### config.mk
export PLATFORM = sky130hd
export DESIGN_NAME = pin_entry_auth
export DESIGN_NICKNAME = d
export VERILOG_FILES = /design/src/rtl/pin_entry_auth_pkg.sv /design/src/rtl/inactivity_timer.sv /design/src/rtl/pin_entry_auth.sv
export SDC_FILE = /design/constraint.sdc
export NUM_CORES = 1
export LEC_CHECK = 0
export CAP_MARGIN = 20
export CORE_ASPECT_RATIO = 0.8
export CORE_UTILIZATION = 36
export CTS_CLUSTER_DIAMETER = 50
export DETAILED_ROUTE_END_ITERATION = 6
export GPL_ROUTABILITY_DRIVEN = 0
export PLACE_DENSITY_LB_ADDON = 0.3
export SKIP_CTS_REPAIR_TIMING = 1
export SLEW_MARGIN = 0
export SYNTH_ARGS = -nofsm -noshare
export SYNTH_HDL_FRONTEND = slang
export SYNTH_SLANG_ARGS = --single-unit
### constraint.sdc
create_clock -name clk -period 5 [get_ports clk]
set_input_delay 1.5 -clock clk [delete_from_list [all_inputs] [get_ports clk]]
set_output_delay 1.5 -clock clk [all_outputs]
set_load 0.03 [all_outputs]
### src/rtl/pin_entry_auth_pkg.sv
// Shared definitions for the PIN entry/verification stage: state encoding,
// keypad code constants and default sizing.
package pin_entry_auth_pkg;

  localparam int DEFAULT_DIGITS    = 4;
  localparam int DEFAULT_MAX_TRIES = 3;

  localparam logic [3:0] KEY_ENTER = 4'hA;
  localparam logic [3:0] KEY_CLEAR = 4'hB;

  typedef enum logic [1:0] {
    ST_IDLE    = 2'd0,
    ST_COLLECT = 2'd1,
    ST_CHECK   = 2'd2,
    ST_LOCKED  = 2'd3
  } state_t;

  function automatic logic is_digit(input logic [3:0] code);
    return code <= 4'd9;
  endfunction

endpackage

### src/rtl/inactivity_timer.sv
// Idle-cycle counter: counts while enabled, restarts on clear, and flags
// expiry while the count sits at TIMEOUT_CYC-1.
module inactivity_timer #(
  parameter int TIMEOUT_CYC = 1000
) (
  input  logic clk,
  input  logic reset,
  input  logic clear,
  input  logic enable,
  output logic expire
);

  localparam int CW = $clog2(TIMEOUT_CYC + 1);
  localparam logic [CW-1:0] LAST = CW'(TIMEOUT_CYC - 1);

  logic [CW-1:0] count;

  // Saturates at LAST so expire stays asserted until the owner reacts.
  always_ff @(posedge clk or posedge reset) begin
    if (reset) begin
      count <= '0;
    end else if (clear) begin
      count <= '0;
    end else if (enable && (count != LAST)) begin
      count <= count + 1'b1;
    end
  end

  assign expire = enable && (count == LAST);

endmodule

### src/rtl/pin_entry_auth.sv
// PIN collection and verification: gathers keypad digits after a card
// session starts, compares against the latched card PIN, counts failures.
module pin_entry_auth
  import pin_entry_auth_pkg::*;
#(
  parameter int DIGITS      = DEFAULT_DIGITS,
  parameter int MAX_TRIES   = DEFAULT_MAX_TRIES,
  parameter int TIMEOUT_CYC = 1000
) (
  input  logic                clk,
  input  logic                reset,
  input  logic                start,
  input  logic                abort,
  input  logic [4*DIGITS-1:0] stored_pin,
  input  logic                key_valid,
  input  logic [3:0]          key_code,
  output logic                key_ready,
  output logic                pin_ok,
  output logic                pin_bad,
  output logic                timeout,
  output logic                card_retain,
  output logic                busy,
  output logic [2:0]          tries_left,
  output state_t              state_dbg
);

  // Handshake: a key transfers on a clock edge where key_valid && key_ready;
  // while key_ready is low the source holds key_code and key_valid.

  localparam int PW = 4 * DIGITS;
  localparam int CW = $clog2(DIGITS + 1);

  state_t          state_q, state_d;
  logic [PW-1:0]   digit_buf_q, digit_buf_d;
  logic [PW-1:0]   pin_q, pin_d;
  logic [CW-1:0]   cnt_q, cnt_d;
  logic [2:0]      tries_q, tries_d;
  logic            ok_d, bad_d, to_d;
  logic            key_live;
  logic            expire;

  // Codes 0xC-0xF are consumed but deliberately do not count as activity.
  assign key_live = key_valid && key_ready &&
                    (is_digit(key_code) || (key_code == KEY_ENTER) || (key_code == KEY_CLEAR));

  inactivity_timer #(.TIMEOUT_CYC(TIMEOUT_CYC)) u_timer (
    .clk    (clk),
    .reset  (reset),
    .clear  ((state_q != ST_COLLECT) || key_live),
    .enable (state_q == ST_COLLECT),
    .expire (expire)
  );

  always_ff @(posedge clk or posedge reset) begin
    if (reset) begin
      state_q     <= ST_IDLE;
      digit_buf_q <= '0;
      pin_q       <= '0;
      cnt_q       <= '0;
      tries_q     <= '0;
      pin_ok      <= 1'b0;
      pin_bad     <= 1'b0;
      timeout     <= 1'b0;
    end else begin
      state_q     <= state_d;
      digit_buf_q <= digit_buf_d;
      pin_q       <= pin_d;
      cnt_q       <= cnt_d;
      tries_q     <= tries_d;
      pin_ok      <= ok_d;
      pin_bad     <= bad_d;
      timeout     <= to_d;
    end
  end

  always_comb begin
    state_d     = state_q;
    digit_buf_d = digit_buf_q;
    pin_d       = pin_q;
    cnt_d       = cnt_q;
    tries_d     = tries_q;
    ok_d        = 1'b0;
    bad_d       = 1'b0;
    to_d        = 1'b0;
    if (abort) begin
      state_d     = ST_IDLE;
      digit_buf_d = '0;
      cnt_d       = '0;
    end else begin
      case (state_q)
        ST_IDLE: begin
          if (start) begin
            pin_d       = stored_pin;
            digit_buf_d = '0;
            cnt_d       = '0;
            tries_d     = 3'(MAX_TRIES);
            state_d     = ST_COLLECT;
          end
        end
        ST_COLLECT: begin
          // A live key beats a simultaneous timer expiry.
          if (key_live) begin
            if (is_digit(key_code)) begin
              if (cnt_q < CW'(DIGITS)) begin
                digit_buf_d = {digit_buf_q[PW-5:0], key_code};
                cnt_d       = cnt_q + 1'b1;
              end
            end else if (key_code == KEY_CLEAR) begin
              digit_buf_d = '0;
              cnt_d       = '0;
            end else begin
              state_d = ST_CHECK;
            end
          end else if (expire) begin
            to_d    = 1'b1;
            state_d = ST_IDLE;
          end
        end
        ST_CHECK: begin
          if ((cnt_q == CW'(DIGITS)) && (digit_buf_q == pin_q)) begin
            ok_d    = 1'b1;
            state_d = ST_IDLE;
          end else if (tries_q > 3'd1) begin
            tries_d     = tries_q - 3'd1;
            bad_d       = 1'b1;
            digit_buf_d = '0;
            cnt_d       = '0;
            state_d     = ST_COLLECT;
          end else begin
            tries_d = 3'd0;
            state_d = ST_LOCKED;
          end
        end
        ST_LOCKED: begin
          state_d = ST_LOCKED;
        end
        default: state_d = ST_IDLE;
      endcase
    end
  end

  assign key_ready   = (state_q == ST_COLLECT);
  assign busy        = (state_q == ST_COLLECT) || (state_q == ST_CHECK);
  assign card_retain = (state_q == ST_LOCKED);
  assign tries_left  = tries_q;
  assign state_dbg   = state_q;

endmodule

==> results by group <==
Worst setup path
  – Critical path launch point: abort
  – Setup CP Type: primary input to register
  – Slowest cell on crit path: clkdlybuf4s50_1
  – CP Cell Sequence: clkdlybuf4s50_1 -> or3b_2 -> o2111ai_1 -> nor2_1 -> o21ai_2 -> buf_4 -> mux2i_1
  – Reg-to-reg slack, setup: approximately 2 ns
  – Setup crit start kind: primary input
  – CP required: between 5 and 6 ns
  – Crit-path max FO: 13
  – RR Endpoint: cnt_q[1]
  – Cells on worst reg2reg path: 8
  – Setup crit end kind: register
  – WP data arrival: ~3.6 ns
  – Reg2Reg Launch Point: cnt_q[0]
  – Crit-path max cell delay: 0.57 ns

Synthesis
  – Mapped Area: ~2800 µm²
  – Synth Register Bits: 53
  – Synth area leaders: dfrtp_1, mux2_2, mux2i_1
  – Synth unique cells: between 40 and 50
  – Primary FF master, synth: dfrtp_1
  – Sequential-to-total area share from yosys stat: 48.0%
  – Synth Area per Inst: 10.6 µm²
  – Yosys warns: 0
  – Synth top area share: 48.0%
  – Synth Net Count: 295
  – Synth Instances: ~260
  – Largest area contributor in the netlist: dfrtp_1
  – Post-synth EDFFs: 0
  – Async SR Flop Fraction: 100%

Flow run
  – Max-Cap Viols: 0

Cells and area
  – Register Area: between 1000 and 1500 µm²
  – Syn-to-layout area delta: 20.0%
  – Share of layout cells above drive strength 1: around 11%
  – N_diodes: 0
  – FILL cells: between 700 and 800
  – Design area: 3310 µm²
  – # nets final: around 330
  – Multi-input logic area: about 1300 µm²

Global routing
  – Pin count of the biggest net entering global routing: 40
  – Initial antenna violation count: 0
  – Gr usage total: about 14%
  – First-pass GRT wire length: a little under 9000 µm
  – Vias in the first global route: around 1,900
  – Overflow after GRT: 0

Run status
  – Status: completed

Drt
  – Via count: about 1,900
  – ANT nets after route: 0
  – Detailed-router iteration count before antenna repair: 4
  – Routed Wire Length: between 4000 and 5000 µm
  – Drt wl/cell: between 10 and 15 µm
  – Avg Vias per Cell: 4.73
  – DR iter-0 viols: 24
  – Remaining DRCs: 0

Placement
  – PortBufs: 35
  – Setup slack at placement: around 1.3 ns
  – Instance area at placement: about 3200 µm²
  – Dpl hpwl: around 3700 µm

CTS
  – Worst-Skew Late Latency: 0.29 ns
  – Reg clk slew, reported paths: approximately 0.090 ns
  – Root buf cell: clkbuf_8
  – TritonCTS buffer count: 5
  – CTS max path bufs: 2
  – CTS tree: done
  – Clock sinks: 53
  – # H-tree levels: 2

Floorplan
  – Ports: 36
  – Starting Density: roughly 37%
  – Core Region: 7430 µm²
  – Die Wd: 99.9 µm
  – Rows: 28
  – Die area: between 8000 and 9000 µm²
  – Die Y-Extent: approximately 80 µm

Power
  – Pwr/cell area: 314 nW/µm²
  – Worst vdd ir: 0.120 mV
  – Lkg Pwr: about 1.4 nW

STA
  – Fin. Hold Viols: 0
  – RSZ-0062 raised after global routing: no
  – Final worst-path cycle share: about 68%
  – Relative slew slack: between 40% and 50%
  – Max Slew Vio Count: 0
  – # setup viols final: 0
  – Final Worst Setup Slack: about 1.6 ns
  – Setup tns final: 0 ns
  – Worst-Margin Slew: roughly 0.83 ns
  – Maximum clock frequency: roughly 290 MHz
  – Post-layout minimum cycle time: ~3.4 ns
  – Worst Skew: around 0.0067 ns

Worst hold path
  – Hold Crit Start: pin_q[2]
  – Number of cells on the worst hold path: 1
  – HP Class: register to register
  – Hold Crit Endpoint: pin_q[2]
[worst max path at each step]
stage	end	depth (start not counted)	slack, ns
after floorplan	digit_buf_q[1]	7	2.01
after global placement	cnt_q[1]	7	1.32
after detailed placement	cnt_q[1]	7	1.27
after CTS	cnt_q[1]	7	1.58
after global routing	digit_buf_q[15]	7	1.44
final	cnt_q[1]	7	1.60
[cell usage after synthesis (all sizes together) (3+ instances only)]
| cell | n |
|---|---|
| or3 | 3 |
| buf | 3 |
| nand3 | 9 |
| clkbuf | 5 |
| xnor2 | 16 |
| nand2 | 26 |
| dfrtp | 53 |
| inv | 24 |
| nor2 | 14 |
| o21ai | 8 |
| ha | 9 |
| nor3b | 4 |
| a21oi | 6 |
| mux2 | 18 |
| nand4 | 3 |
| mux2i | 18 |
| or2 | 3 |
| nor3 | 5 |
| xor2 | 4 |
| nand2b | 4 |
| nor2b | 3 |
[flip-flops by register name, summed over array words and instances (netlist names)]
| name | count |
|---|---|
| pin_bad | 1 |
| state_dbg | 2 |
| digit_buf_q | 16 |
| tries_left | 3 |
| u_timer.count | 10 |
| pin_q | 16 |
| timeout | 1 |
| cnt_q | 3 |
| pin_ok | 1 |
[cell type report]
cell class | instances | area share, %
Sequential cell | 53 | 40.0
Multi-Input combinational cell | 176 | 38.7
Timing Repair Buffer | 37 | 11.0
Tap cell | 105 | 3.97
Inverter | 24 | 2.72
Clock buffer | 7 | 2.61
Clock inverter | 1 | 0.906
[layout by cell type (no fill, tap or decap), types with 4 or more instances in the layout]
cell             netlist  routed
dfrtp_1               53      53
clkdlybuf4s50_1        0      35
nand2_1               26      26
inv_1                 24      23
mux2i_1               18      18
mux2_2                18      18
xnor2_1               16      16
nor2_1                14      14
nand3_1                9       9
ha_1                   9       9
o21ai_0                7       7
a21oi_1                6       6
clkbuf_8               0       6
nor3_1                 5       5
xor2_1                 4       4
nand2b_1               4       4
nor3b_1                4       4
[stage by stage]
step                      hold slack (ns)  utilization (%)  instances  power [mW]
after floorplan                     0.479                -        261       0.694
after global placement              0.496             43.0        395       0.755
after detailed placement            0.510             43.0        395       0.759
after CTS                           0.533             44.6        403        1.05
after global routing                0.555             44.6        403        1.10
final                               0.526             44.6        403        1.04
[metal layers]
layer	share of wire (%)	global-route usage, %	vias to the layer above	routed length (µm)
li1	-	-	957	-
met1	51	19.7	927	2540
met2	45	21.2	22	2240
met3	3.1	2.52	2	156
met4	0.62	3.09	0	31
met5	0	0	-	0
[critical path, delay by kind of cell]
kind / cells / cell delay [ns]
AO/OA/AOI/OAI: 2 / 0.41
multiplexers: 1 / 0.20
AND/OR/NAND/NOR: 2 / 0.63
buffers and inverters: 2 / 0.87
[power breakdown]
part | switching (mW) | internal, mW
Clock | 0.132 | 0.163
Combinational | 0.112 | 0.123
Sequential | 0.0357 | 0.475
Total | 0.279 | 0.761
[kinds of logic (layout without fill, tap and decap cells)]
family,after synthesis,after routing,share of synthesized area (%)
simple gates,82,82,15.0
flops,53,53,48.0
mux,36,36,13.9
buf+inv,32,69,5.48
compound gates,29,29,7.25
xor+xnor,20,20,6.34
fa+ha+maj,9,9,4.08
Power figures use the tool's default switching activity.
